===== config.mk =====
export PLATFORM = sky130hd
export DESIGN_NAME = johnson_phase_tracker_flat
export DESIGN_NICKNAME = d
export VERILOG_FILES = /design/src/rtl/johnson_pkg.sv /design/src/rtl/johnson_phase_tracker_if.sv /design/src/rtl/johnson_code_decode.sv /design/src/rtl/johnson_phase_tracker.sv /design/src/flat_wrapper.sv
export SDC_FILE = /design/constraint.sdc
export NUM_CORES = 1
export LEC_CHECK = 0
export BUFFER_PORTS_ARGS = -buffer_cell sky130_fd_sc_hd__clkbuf_2
export CORE_ASPECT_RATIO = 1.1
export CORE_MARGIN = 2
export CORE_UTILIZATION = 39
export DETAILED_ROUTE_END_ITERATION = 8
export PLACE_DENSITY = 0.6
export RECOVER_POWER = 25
export SYNTH_ARGS = -nofsm -noshare
export SYNTH_HDL_FRONTEND = slang
export SYNTH_SLANG_ARGS = --single-unit
export TNS_END_PERCENT = 100

===== constraint.sdc =====
create_clock -name clk -period 6 [get_ports clk]
set_clock_uncertainty 0.05 [all_clocks]
set_input_delay 0 -clock clk [delete_from_list [all_inputs] [get_ports clk]]
set_output_delay 0 -clock clk [all_outputs]
set_load 0.01 [all_outputs]

===== src/rtl/johnson_pkg.sv =====
// Shared widths, FSM state encoding, decode result type and the Johnson encode helper
// for the phase tracker.
package johnson_pkg;

    localparam int unsigned JC_W   = 8;
    localparam int unsigned NPHASE = 16;
    localparam int unsigned PH_W   = $clog2(NPHASE);
    localparam int unsigned CNT_W  = PH_W + 1;
    localparam int unsigned ERR_W  = 8;

    // 2'd3 is never entered; the FSM treats it as SEARCH.
    typedef enum logic [1:0] {
        SEARCH  = 2'd0,
        CONFIRM = 2'd1,
        LOCKED  = 2'd2
    } track_state_e;

    typedef struct packed {
        logic            legal;
        logic [PH_W-1:0] phase;
    } jc_dec_t;

    // Phases 0..8 fill ones from the MSB down; phases 9..15 drain them from the MSB.
    function automatic logic [JC_W-1:0] jc_encode(input logic [PH_W-1:0] p);
        logic [JC_W-1:0] code;
        int unsigned     pi;
        pi   = 32'(p);
        code = '0;
        for (int unsigned i = 0; i < JC_W; i++) begin
            code[3'(JC_W - 1 - i)] = (pi <= JC_W) ? (i < pi) : (i >= (pi - JC_W));
        end
        return code;
    endfunction

endpackage


===== src/rtl/johnson_phase_tracker_if.sv =====
// Sample input and tracker result signals between the Johnson counter stage and its consumer.
interface johnson_phase_tracker_if;
    import johnson_pkg::*;

    logic             ena;
    logic [JC_W-1:0]  jc_in;
    logic [PH_W-1:0]  phase;
    logic             phase_vld;
    logic             illegal;
    logic             seq_err;
    logic             locked;
    logic [ERR_W-1:0] err_cnt;

    modport master (
        output ena, jc_in,
        input  phase, phase_vld, illegal, seq_err, locked, err_cnt
    );

    modport slave (
        input  ena, jc_in,
        output phase, phase_vld, illegal, seq_err, locked, err_cnt
    );

endinterface


===== src/rtl/johnson_code_decode.sv =====
// Combinational Johnson code decoder: popcount picks the candidate phase, re-encoding
// the candidate confirms that the code is one of the 16 legal patterns.
module johnson_code_decode
    import johnson_pkg::*;
(
    input  logic [JC_W-1:0] jc_in,
    output jc_dec_t         dec_c
);

    logic [CNT_W-1:0] ones;
    logic [PH_W-1:0]  cand;

    always_comb begin
        ones = CNT_W'($countones(jc_in));
        if (jc_in[JC_W-1] || (jc_in == '0)) begin
            cand = PH_W'(ones);
        end else begin
            cand = PH_W'(CNT_W'(NPHASE) - ones);
        end
        dec_c.phase = cand;
        dec_c.legal = (jc_encode(cand) == jc_in);
    end

endmodule


===== src/rtl/johnson_phase_tracker.sv =====
// Johnson counter stream tracker: decode, sequence check, SEARCH/CONFIRM/LOCKED lock FSM.
// Define JOHNSON_TRACK_ERRCNT_EN to build the saturating in-lock fault counter.
module johnson_phase_tracker
    import johnson_pkg::*;
#(
    parameter int unsigned LOCK_CNT = 4,
    parameter int unsigned LOSS_CNT = 2
) (
    input  logic                    clk,
    input  logic                    rst_n,
    johnson_phase_tracker_if.slave  bus
);

    jc_dec_t         dec_c;
    track_state_e    state_q, state_d;
    logic [3:0]      good_cnt_q, good_cnt_d;
    logic [3:0]      bad_cnt_q, bad_cnt_d;
    logic [PH_W-1:0] pred_q, pred_d;
    logic [PH_W-1:0] phase_q, phase_d;
    logic            phase_vld_q, phase_vld_d;
    logic            illegal_q, illegal_d;
    logic            seq_err_q, seq_err_d;
    logic            locked_q, locked_d;
    logic [PH_W-1:0] exp_lk_c, exp_cf_c;

    johnson_code_decode u_decode (
        .jc_in (bus.jc_in),
        .dec_c (dec_c)
    );

    // phase_q doubles as the last legal phase that CONFIRM extrapolates from.
    assign exp_lk_c = pred_q + PH_W'(1);
    assign exp_cf_c = phase_q + PH_W'(1);

    always_ff @(posedge clk) begin
        if (!rst_n) begin
            state_q     <= SEARCH;
            good_cnt_q  <= '0;
            bad_cnt_q   <= '0;
            pred_q      <= '0;
            phase_q     <= '0;
            phase_vld_q <= 1'b0;
            illegal_q   <= 1'b0;
            seq_err_q   <= 1'b0;
            locked_q    <= 1'b0;
        end else begin
            state_q     <= state_d;
            good_cnt_q  <= good_cnt_d;
            bad_cnt_q   <= bad_cnt_d;
            pred_q      <= pred_d;
            phase_q     <= phase_d;
            phase_vld_q <= phase_vld_d;
            illegal_q   <= illegal_d;
            seq_err_q   <= seq_err_d;
            locked_q    <= locked_d;
        end
    end

    always_comb begin
        state_d     = state_q;
        good_cnt_d  = good_cnt_q;
        bad_cnt_d   = bad_cnt_q;
        pred_d      = pred_q;
        phase_d     = phase_q;
        phase_vld_d = 1'b0;
        illegal_d   = 1'b0;
        seq_err_d   = 1'b0;

        if (bus.ena) begin
            phase_vld_d = dec_c.legal;
            illegal_d   = !dec_c.legal;
            if (dec_c.legal) begin
                phase_d = dec_c.phase;
            end

            case (state_q)
                SEARCH: begin
                    if (dec_c.legal) begin
                        state_d    = CONFIRM;
                        good_cnt_d = 4'd1;
                    end
                end
                CONFIRM: begin
                    if (!dec_c.legal) begin
                        state_d    = SEARCH;
                        good_cnt_d = '0;
                    end else if (dec_c.phase == exp_cf_c) begin
                        good_cnt_d = good_cnt_q + 4'd1;
                        if ((good_cnt_q + 4'd1) == 4'(LOCK_CNT)) begin
                            state_d   = LOCKED;
                            pred_d    = dec_c.phase;
                            bad_cnt_d = '0;
                        end
                    end else begin
                        seq_err_d  = 1'b1;
                        good_cnt_d = 4'd1;
                    end
                end
                LOCKED: begin
                    if (dec_c.legal && (dec_c.phase == exp_lk_c)) begin
                        bad_cnt_d = '0;
                        pred_d    = dec_c.phase;
                    end else begin
                        // Coast the predictor so a single glitch does not shift the expectation.
                        seq_err_d = dec_c.legal;
                        pred_d    = exp_lk_c;
                        if ((bad_cnt_q + 4'd1) == 4'(LOSS_CNT)) begin
                            state_d    = SEARCH;
                            bad_cnt_d  = '0;
                            good_cnt_d = '0;
                        end else begin
                            bad_cnt_d = bad_cnt_q + 4'd1;
                        end
                    end
                end
                default: begin
                    state_d    = SEARCH;
                    good_cnt_d = '0;
                    bad_cnt_d  = '0;
                end
            endcase
        end

        locked_d = (state_d == LOCKED);
    end

    assign bus.phase     = phase_q;
    assign bus.phase_vld = phase_vld_q;
    assign bus.illegal   = illegal_q;
    assign bus.seq_err   = seq_err_q;
    assign bus.locked    = locked_q;

`ifdef JOHNSON_TRACK_ERRCNT_EN
    logic [ERR_W-1:0] err_cnt_q;
    logic             lk_bad_c;

    // Every bad sample in LOCKED counts, including the one that drops the lock.
    assign lk_bad_c = bus.ena && (state_q == LOCKED) &&
                      !(dec_c.legal && (dec_c.phase == exp_lk_c));

    always_ff @(posedge clk) begin
        if (!rst_n) begin
            err_cnt_q <= '0;
        end else if (lk_bad_c && (err_cnt_q != '1)) begin
            err_cnt_q <= err_cnt_q + ERR_W'(1);
        end
    end

    assign bus.err_cnt = err_cnt_q;
`else
    assign bus.err_cnt = '0;
`endif

endmodule


===== src/flat_wrapper.sv =====
// flat-port wrapper written by rule: the top's interface ports become plain ports
module johnson_phase_tracker_flat import johnson_pkg::*;
#(
    parameter int unsigned LOCK_CNT = 4,
    parameter int unsigned LOSS_CNT = 2
)
  (clk, rst_n, bus_ena, bus_jc_in, bus_phase, bus_phase_vld, bus_illegal, bus_seq_err, bus_locked, bus_err_cnt);
  johnson_phase_tracker_if bus_i ();
  input  logic clk;
  input  logic rst_n;
  input wire logic [$bits(bus_i.ena)-1:0] bus_ena;
  input wire logic [$bits(bus_i.jc_in)-1:0] bus_jc_in;
  output wire logic [$bits(bus_i.phase)-1:0] bus_phase;
  output wire logic [$bits(bus_i.phase_vld)-1:0] bus_phase_vld;
  output wire logic [$bits(bus_i.illegal)-1:0] bus_illegal;
  output wire logic [$bits(bus_i.seq_err)-1:0] bus_seq_err;
  output wire logic [$bits(bus_i.locked)-1:0] bus_locked;
  output wire logic [$bits(bus_i.err_cnt)-1:0] bus_err_cnt;
  assign bus_i.ena = bus_ena;
  assign bus_i.jc_in = bus_jc_in;
  assign bus_phase = bus_i.phase;
  assign bus_phase_vld = bus_i.phase_vld;
  assign bus_illegal = bus_i.illegal;
  assign bus_seq_err = bus_i.seq_err;
  assign bus_locked = bus_i.locked;
  assign bus_err_cnt = bus_i.err_cnt;
  johnson_phase_tracker #(.LOCK_CNT(LOCK_CNT), .LOSS_CNT(LOSS_CNT)) u_core (.clk(clk), .rst_n(rst_n), .bus(bus_i));
endmodule

==> results.py, run 1 <==
metrics = {
    "cells_and_area": {
        "n_antenna_cell": 0,
        "mostFrequentLayoutCells": "nand2_1 (24), inv_1 (23), dfxtp_1 (22), nor2_1 (17), ha_1 (15)",
        "fin_util": 0.437,
        "area_growth_pct": 7.75,
        "drive_gt1_frac": 0.116,
        "final_common_cell": "nand2_1",
        "fillers": 589,
        "layout.nets": 325,
    },
    "route": {
        "via_per_inst": 5.51,
        "ant_nets": 0,
        "wl_mm": 5.42,
        "wl_per_cell_um": 14.6,
        "drt-initial-drc-count": 80,
        "dr_total_vias": 2046,
        "firstDrtPassIters": 4,
        "drcViolationCount": 0,
    },
    "die": {
        "io_pins": 27,
        "fp-row-count": 29,
        "core_mm2": 0.00577,
        "fp.dieH_um": 85.2,
        "die_w_um": 77.9,
        "die_area_mm2": 0.00664,
        "start_util": 0.406,
    },
    "outcome": {
        "status": "finished, final reports clean",
    },
    "place": {
        "numPortBuffers": 18,
        "dp_hpwl_mm": 4.29,
        "gp_congestion": 0.913,
    },
    "sta": {
        "slew_headroom": 0.425,
        "period_share": 0.894,
        "tns_ns": 0,
        "hold_violations": 0,
        "finalSetupViolCount": 0,
        "drv_slew": 0,
        "fmaxAchievable_mhz": 186,
        "rsz0062_at_grt": "no",
        "period_minus_slack_ns": 5.36,
        "worst-slew-pin-transition_ns": 0.856,
    },
    "cts": {
        "htree_levels": 1,
        "cts_tree": "built",
        "holdBufCountCts": 0,
        "cts_buffers": 3,
        "clock_latency_ns": 0.27,
        "cts.repair.resized": 0,
        "clk_pin_slew_worst_paths_ns": 0.08,
        "clockBufferDepth": 2,
        "post_cts_buffers": 0,
        "root_buffer": "clkbuf_8",
        "clkSinkCount": 22,
    },
    "synthesis": {
        "synth_seq_cells": 22,
        "ys_async_sr_fraction": 0,
        "ys_seq_area_frac": 0.188,
        "synth.distinct_cells": 67,
        "yosys_most_used_dff": "dfxtp_1",
        "ys_top_cells_by_area": "dfxtp_1 (19%), ha_1 (8.0%), xnor2_1 (5.2%)",
        "syn_area_mm2": 0.00234,
        "avgSynthCellArea_um2": 8.33,
        "synth_warnings": 0,
        "synth_edf_count": 0,
        "yosysTopAreaCell": "dfxtp_1",
        "netlist.area_leader.share": 0.188,
        "synthCells": 281,
    },
    "critical_path": {
        "required_ns": 6.14,
        "critPathLaunchType": "input pin",
        "endpoint_kind": "flip-flop",
        "path_max_fanout": 9,
        "arrival_ns": 5.51,
        "criticalPathCategory": "input pin to flip-flop",
    },
    "global_route": {
        "first_global_vias": 2037,
        "antenna_found_initial": 0,
        "groute.usage.overall": 0.177,
        "grt_max_degree": 15,
        "grt_pass1_wl_mm": 9.57,
        "grt_overflow": 0,
    },
    "power": {
        "p_leak_uw": 0.000967,
        "peakVddDrop_v": 0.000141,
        "pwr_density_cell_mw_per_mm2": 273,
    },
    "min_path": {
        "hp-class": "input pin to flip-flop",
    },
    "flow_run": {
        "cap_violations": 0,
    },
}
-- area by class of cell --
cell class | instances | area, um2 | area share
tap | 77 | 96.3 | 0.0382
clock inverter | 1 | 30.0 | 0.0119
clock buffer | 3 | 41.3 | 0.0164
timing repair buffer | 20 | 96.3 | 0.0382
inverter | 23 | 86.3 | 0.0342
multi-input combinational | 225 | 1730 | 0.686
sequential | 22 | 440 | 0.175
-- power breakdown --
group | leakage, uW | internal (uW) | total [uW] | switching (uW)
Combinational | 0.000753 | 144 | 398 | 255
Sequential | 0.000177 | 148 | 150 | 1.96
Clock | 0.0000357 | 89.2 | 140 | 50.9
-- per-stage QoR --
step / total power [uW] / hold WS, ns / cell area, um2 / cells / worst slack (ns)
6_report: 688 / 0.0499 / 2520 / 371 / 0.636
5_1_grt: 743 / 0.0692 / 2520 / 371 / 0.263
4_1_cts: 694 / 0.0307 / 2530 / 371 / 0.655
3_5_place_dp: 549 / 0.330 / 2460 / 367 / 0.389
3_3_place_gp: 545 / 0.327 / 2460 / 367 / 0.463
2_1_floorplan: 468 / 0.112 / 2370 / 288 / 0.935
-- critical path, cell delays in order --
cell      delay (ns)
clkbuf_2        0.17
inv_1           0.08
fa_1            0.45
fa_1            0.51
fa_1            0.40
inv_1           0.07
ha_1            0.16
inv_1           0.06
fa_1            0.60
nor2b_1         0.45
a221oi_4        0.16
xnor2_2         0.46
xnor2_1         0.13
nor4_1          0.52
o21ai_0         0.34
o21ai_2         0.41
mux2_2          0.38
o22ai_1         0.14
-- state kept, by name (all words and copies together) (netlist names) --
| name | cells |
|---|---|
| u_core.bad_cnt_q | 4 |
| u_core.bus.illegal | 1 |
| u_core.bus.locked | 1 |
| u_core.bus.phase | 4 |
| u_core.bus.phase_vld | 1 |
| u_core.bus.seq_err | 1 |
| u_core.good_cnt_q | 4 |
| u_core.pred_q | 4 |
| u_core.state_q | 2 |
-- kinds of logic after synthesis --
group / after synthesis / synth area share
XOR/XNOR: 22 / 0.0973
AND/OR/NAND/NOR: 109 / 0.265
flip-flops: 22 / 0.188
other: 1 / 0.00160
AO/OA/AOI/OAI: 62 / 0.228
adder cells (fa/ha/maj): 19 / 0.114
multiplexers: 5 / 0.0219
buffers and inverters: 41 / 0.0834
-- per-layer routing --
layer | global-route usage | wire length, um | up-vias
met3 | 0.0138 | 196 | 12
met5 | 0 | 0 | -
met1 | 0.218 | 2440 | 941
met4 | 0.0763 | 124 | 0
li1 | - | - | 1035
met2 | 0.313 | 2660 | 58
-- final timing paths --
check                         from           endpoint  slack (ns)  cells after the start
hold / removal             bus_ena  u_core.bus.locked        0.05                      3
setup / recovery      bus_jc_in[3]   u_core.pred_q[3]        0.64                     18
hold reg to reg   u_core.pred_q[3]   u_core.pred_q[3]        0.44                      2
setup reg to reg  u_core.pred_q[0]   u_core.pred_q[3]        3.23                      7
-- Yosys cell counts, types with 4 or more instances --
| cell | number |
|---|---|
| ha_1 | 15 |
| nor4_1 | 4 |
| xor2_1 | 5 |
| o21a_1 | 4 |
| xnor2_1 | 14 |
| a21oi_1 | 7 |
| a211oi_1 | 7 |
| buf_4 | 8 |
| nor3_1 | 10 |
| and3_1 | 5 |
| o22ai_1 | 4 |
| mux2i_1 | 4 |
| inv_1 | 23 |
| fa_1 | 4 |
| or3_1 | 5 |
| nor2_1 | 17 |
| nand4_1 | 4 |
| o21ai_0 | 5 |
| nand2b_1 | 6 |
| dfxtp_1 | 22 |
| nand2_1 | 24 |
| nand3_1 | 13 |
| clkbuf_1 | 5 |
No activity file was read; power rests on OpenSTA's default activity.
==> run 2: changes to the inputs <==
--- a/config.mk
+++ b/config.mk
@@ -10,6 +10,7 @@
 export CORE_MARGIN = 2
 export CORE_UTILIZATION = 39
 export DETAILED_ROUTE_END_ITERATION = 8
+export GPL_TIMING_DRIVEN = 0
 export PLACE_DENSITY = 0.6
 export RECOVER_POWER = 25
 export SYNTH_ARGS = -nofsm -noshare
==> run 2 against run 1 <==
  * Non-clock buffer count is 17 higher
  * Sequential power hardly changed
  * Total power is 0.52% higher
  * Largest cell class unchanged
  * Sequential share of layout area is 0.69 points lower
  * Routed wire length is 0.29% lower
  * Final cell count is 4.6% higher
  * Critical path type unchanged
  * Clock-buffer cell count stayed put
  * First-iteration DRC count is 19% higher
  * Via count is 0.44% lower
  * Combinational power hardly changed
  * Die area stayed put
  * Hold slack worse by 0.029 ns
==> results.py, run 2 (synthesis gave the netlist of run 1 again) <==
metrics = {
    "cts": {
        "post_cts_buffers": 0,
        "clock_latency_ns": 0.27,
        "root_buffer": "clkbuf_8",
        "clockBufferDepth": 2,
        "clk_pin_slew_worst_paths_ns": 0.09,
        "htree_levels": 1,
        "cts_buffers": 3,
        "clkSinkCount": 22,
        "cts_tree": "built",
    },
    "die": {
        "core_mm2": 0.00577,
        "die_w_um": 77.9,
        "start_util": 0.406,
        "die_area_mm2": 0.00664,
        "fp-row-count": 29,
        "fp.dieH_um": 85.2,
        "io_pins": 27,
    },
    "critical_path": {
        "required_ns": 6.15,
        "arrival_ns": 5.61,
        "endpoint_kind": "flip-flop",
        "cpPeakStageDelay_ns": 0.64,
        "crit_path_top_delay_cell": "fa_1",
        "criticalPathCategory": "input pin to flip-flop",
        "path_max_fanout": 9,
        "cpMostUsedCell": "fa_1",
        "critPathLaunchType": "input pin",
        "crit_chain": "clkbuf_2 > inv_1 > fa_1 > fa_1 > fa_1 > inv_1 > ha_1 > inv_1 > fa_1 > nor2b_1 > a221oi_4 > xnor2_2 > xnor2_1 > nor4_1 > o21ai_0 > o21ai_2 > mux2_2 > o22ai_1",
        "worstPathBufferInverterCount": 4,
        "cpLargestDelayFamily": "adder cells",
        "regToRegSetupSlack_ns": 3.25,
    },
    "place": {
        "dp_hpwl_mm": 4.33,
        "pre_cts_slack_ns": 0.190,
        "place_area_mm2": 0.00255,
        "numPortBuffers": 18,
        "gp_congestion": 0.869,
    },
    "sta": {
        "rsz0062_at_grt": "no",
        "period_minus_slack_ns": 5.46,
        "worst-slew-pin-transition_ns": 0.827,
        "worst_slack_ns": 0.538,
        "holdWs_ns": 0.0211,
        "tns_ns": 0,
        "hold_violations": 0,
        "drv_slew": 0,
        "slew_headroom": 0.446,
        "finalSetupViolCount": 0,
        "period_share": 0.910,
        "fmaxAchievable_mhz": 183,
    },
    "cells_and_area": {
        "final_common_cell": "nand2_1",
        "design_area_mm2": 0.00263,
        "layout.nets": 342,
        "n_antenna_cell": 0,
        "drive_gt1_frac": 0.141,
        "area_growth_pct": 12.2,
        "mostFrequentLayoutCells": "nand2_1 (24), inv_1 (23), dfxtp_1 (22), nor2_1 (17), ha_1 (15)",
        "fin_util": 0.455,
    },
    "power": {
        "p_leak_uw": 0.00103,
        "peakVddDrop_v": 0.000135,
        "pwr_density_cell_mw_per_mm2": 264,
    },
    "global_route": {
        "grt_overflow": 0,
        "antenna_found_initial": 0,
        "first_global_vias": 1966,
        "grt_max_degree": 14,
        "groute.usage.overall": 0.168,
        "grt_pass1_wl_mm": 8.98,
    },
    "route": {
        "wl_per_cell_um": 13.9,
        "wl_mm": 5.41,
        "drt-initial-drc-count": 95,
        "via_per_inst": 5.25,
        "ant_nets": 0,
        "drcViolationCount": 0,
        "firstDrtPassIters": 4,
        "dr_total_vias": 2037,
    },
    "flow_run": {
        "cap_violations": 0,
    },
    "outcome": {
        "status": "finished, final reports clean",
    },
    "min_path": {
        "hp-class": "input pin to flip-flop",
    },
}
[run 2: layer usage]
| layer | vias up | global-route usage | wire [um] |
|---|---|---|---|
| met4 | 0 | 0.0617 | 97 |
| met2 | 32 | 0.308 | 2650 |
| met5 | - | 0 | 0 |
| met1 | 927 | 0.202 | 2500 |
| li1 | 1069 | - | - |
| met3 | 9 | 0.0170 | 154 |
[run 2: area by class of cell]
cell class	instances	area (um2)
timing repair buffer	19	91.3
multi-input combinational	225	1730
tap	77	96.3
inverter	23	86.3
sequential	22	440
clock inverter	1	30.0
buffer	18	109
fill	569	3140
clock buffer	3	41.3
[run 2: through the flow]
| step | power (uW) | cells |
|---|---|---|
| global placement | 551 | 383 |
| detailed placement | 555 | 383 |
| global route | 746 | 388 |
| floorplan | 468 | 288 |
| CTS | 700 | 388 |
| finish | 692 | 388 |
[run 2: path summary, 6_finish.rpt]
path	start	to	depth (start not counted)
worst max register to register	u_core.pred_q[0]	u_core.pred_q[3]	7
worst max-delay path	bus_jc_in[0]	u_core.pred_q[3]	18
worst min register to register	u_core.pred_q[3]	u_core.pred_q[3]	2
worst min-delay path	bus_ena	u_core.state_q[1]	3
[run 2: tightest hold or removal path: stages]
cell and delay, ns:
clkbuf_2 0.13, nand3_1 0.11, a21oi_1 0.06
[run 2: timing repair]
action	CTS	global route
gates resized for setup	0	0
hold endpoints to repair	2	0
hold buffers	1	0
[run 2: report_power, final]
part / total [uW] / switching [uW] / internal (uW)
registers: 150 / 1.96 / 148
clock network: 142 / 52.7 / 89.2
logic: 400 / 253 / 147
==> run 3: changes to the inputs <==
--- a/config.mk
+++ b/config.mk
@@ -9,6 +9,7 @@
 export CORE_ASPECT_RATIO = 1.1
 export CORE_MARGIN = 2
 export CORE_UTILIZATION = 39
+export CTS_BUF_LIST = sky130_fd_sc_hd__clkbuf_16
 export DETAILED_ROUTE_END_ITERATION = 8
 export GPL_TIMING_DRIVEN = 0
 export PLACE_DENSITY = 0.6
==> run 3 against run 2 <==
  * Die area unchanged
  * Design area is 0.91% higher
  * Clock power grew 33%
  * Fmax decreased by 0.78%
  * Flip-flop and latch count is the same
  * Register-to-register slack hardly changed
  * Critical path type unchanged
==> results.py, run 3 (synthesis gave the netlist of run 1 again) <==
metrics = {
    "flow_run": {
        "cap_violations": 0,
    },
    "sta": {
        "period_share": 0.917,
        "period_minus_slack_ns": 5.50,
        "holdWs_ns": 0.00588,
        "worst_slack_ns": 0.495,
        "fmaxAchievable_mhz": 182,
        "worst-slew-pin-transition_ns": 0.819,
        "hold_violations": 0,
        "slew_headroom": 0.452,
        "rsz0062_at_grt": "no",
        "finalSetupViolCount": 0,
        "tns_ns": 0,
        "drv_slew": 0,
    },
    "route": {
        "drt-initial-drc-count": 131,
        "drcViolationCount": 0,
        "ant_nets": 0,
        "wl_mm": 5.43,
        "dr_total_vias": 2068,
        "firstDrtPassIters": 4,
        "wl_per_cell_um": 14.0,
        "via_per_inst": 5.34,
    },
    "cts": {
        "clk_pin_slew_worst_paths_ns": 0.06,
        "clkSinkCount": 22,
        "cts_buffers": 3,
        "cts_tree": "built",
        "clock_latency_ns": 0.26,
        "clockBufferDepth": 2,
        "cts.repair.resized": 0,
        "post_cts_buffers": 0,
        "root_buffer": "clkbuf_16",
        "htree_levels": 1,
        "holdBufCountCts": 0,
    },
    "cells_and_area": {
        "layout.nets": 341,
        "area_growth_pct": 13.2,
        "design_area_mm2": 0.00265,
        "final_cells": 387,
        "final_common_cell": "nand2_1",
        "n_antenna_cell": 0,
        "mostFrequentLayoutCells": "nand2_1 (24), inv_1 (23), dfxtp_1 (22), nor2_1 (17), ha_1 (15)",
        "drive_gt1_frac": 0.142,
    },
    "critical_path": {
        "arrival_ns": 5.62,
        "cpMostUsedCell": "fa_1",
        "crit_path_top_delay_cell": "o31ai_2",
        "endpoint_kind": "flip-flop",
        "path_max_fanout": 10,
        "cpLargestDelayFamily": "adder cells",
        "criticalPathCategory": "input pin to flip-flop",
        "cpPeakStageDelay_ns": 0.62,
        "critPathLaunchType": "input pin",
        "worstPathBufferInverterCount": 4,
        "required_ns": 6.12,
        "crit_chain": "clkbuf_2 > inv_1 > fa_1 > fa_1 > fa_1 > inv_1 > ha_1 > inv_1 > fa_1 > nor2b_1 > a221oi_4 > xnor3_1 > or3_1 > a31oi_1 > nor2_1 > o31ai_2 > o31ai_1 > a211oi_1",
    },
    "min_path": {
        "hp-class": "input pin to flip-flop",
    },
    "die": {
        "fp.dieH_um": 85.2,
        "fp-row-count": 29,
        "start_util": 0.406,
        "core_mm2": 0.00577,
        "die_area_mm2": 0.00664,
        "die_w_um": 77.9,
        "io_pins": 27,
    },
    "place": {
        "gp_congestion": 0.869,
        "place_area_mm2": 0.00255,
        "numPortBuffers": 18,
        "pre_cts_slack_ns": 0.190,
        "placed_cells": 383,
        "dp_hpwl_mm": 4.33,
    },
    "global_route": {
        "groute.usage.overall": 0.168,
        "first_global_vias": 1953,
        "grt_overflow": 0,
        "grt_max_degree": 14,
        "grt_pass1_wl_mm": 9.00,
        "antenna_found_initial": 0,
    },
    "power": {
        "peakVddDrop_v": 0.000132,
        "p_leak_uw": 0.00104,
        "pwr_density_cell_mw_per_mm2": 280,
    },
    "outcome": {
        "status": "finished, final reports clean",
    },
}
[run 3: cell count changes in the layout (fill, tap and decap cells not counted)]
cell,previous run,this run
dlygate4sd3_1,1,0
clkbuf_16,0,3
clkbuf_8,3,0
[run 3: final timing paths]
kind / from / slack [ns] / cells past startpoint / to
worst min-delay path: rst_n / 0.006 / 3 / u_core.good_cnt_q[2]
worst min register to register: u_core.pred_q[3] / 0.43 / 2 / u_core.pred_q[3]
worst max register to register: u_core.pred_q[0] / 3.24 / 7 / u_core.bus.locked
worst max-delay path: bus_jc_in[0] / 0.50 / 18 / u_core.bus.locked
[run 3: metal layers]
| layer | up-vias | share of wire | global-route usage | wire (um) |
|---|---|---|---|---|
| li1 | 1073 | - | - | - |
| met1 | 954 | 0.46 | 0.200 | 2490 |
| met2 | 33 | 0.50 | 0.312 | 2710 |
| met3 | 8 | 0.027 | 0.0138 | 145 |
| met4 | 0 | 0.016 | 0.0617 | 86 |
| met5 | - | 0 | 0 | 0 |
[run 3: per-stage QoR]
step | total power [uW] | utilization
2_1_floorplan | 468 | -
3_3_place_gp | 551 | 0.442
3_5_place_dp | 555 | 0.442
4_1_cts | 747 | 0.461
5_1_grt | 792 | 0.459
6_report | 741 | 0.459
[run 3: final cells by class]
class	count	area (um2)
clock inverters	1	30.0
clock buffers	3	75.1
plain buffers	18	109
well taps	77	96.3
multi-input cells	225	1730
flip-flops and latches	22	440
fillers	564	3120
inverters	23	86.3
repair buffers	18	81.3
[run 3: tightest hold or removal path, stage by stage]
cell      delay [ns]
clkbuf_2        0.12
nand2b_1        0.08
o32ai_1         0.06
[run 3: power by group]
group          internal, uW  total, uW  switching (uW)
Sequential              148        150            1.97
Clock                   133        189            56.7
Combinational           147        401             254
Total                   428        741             313
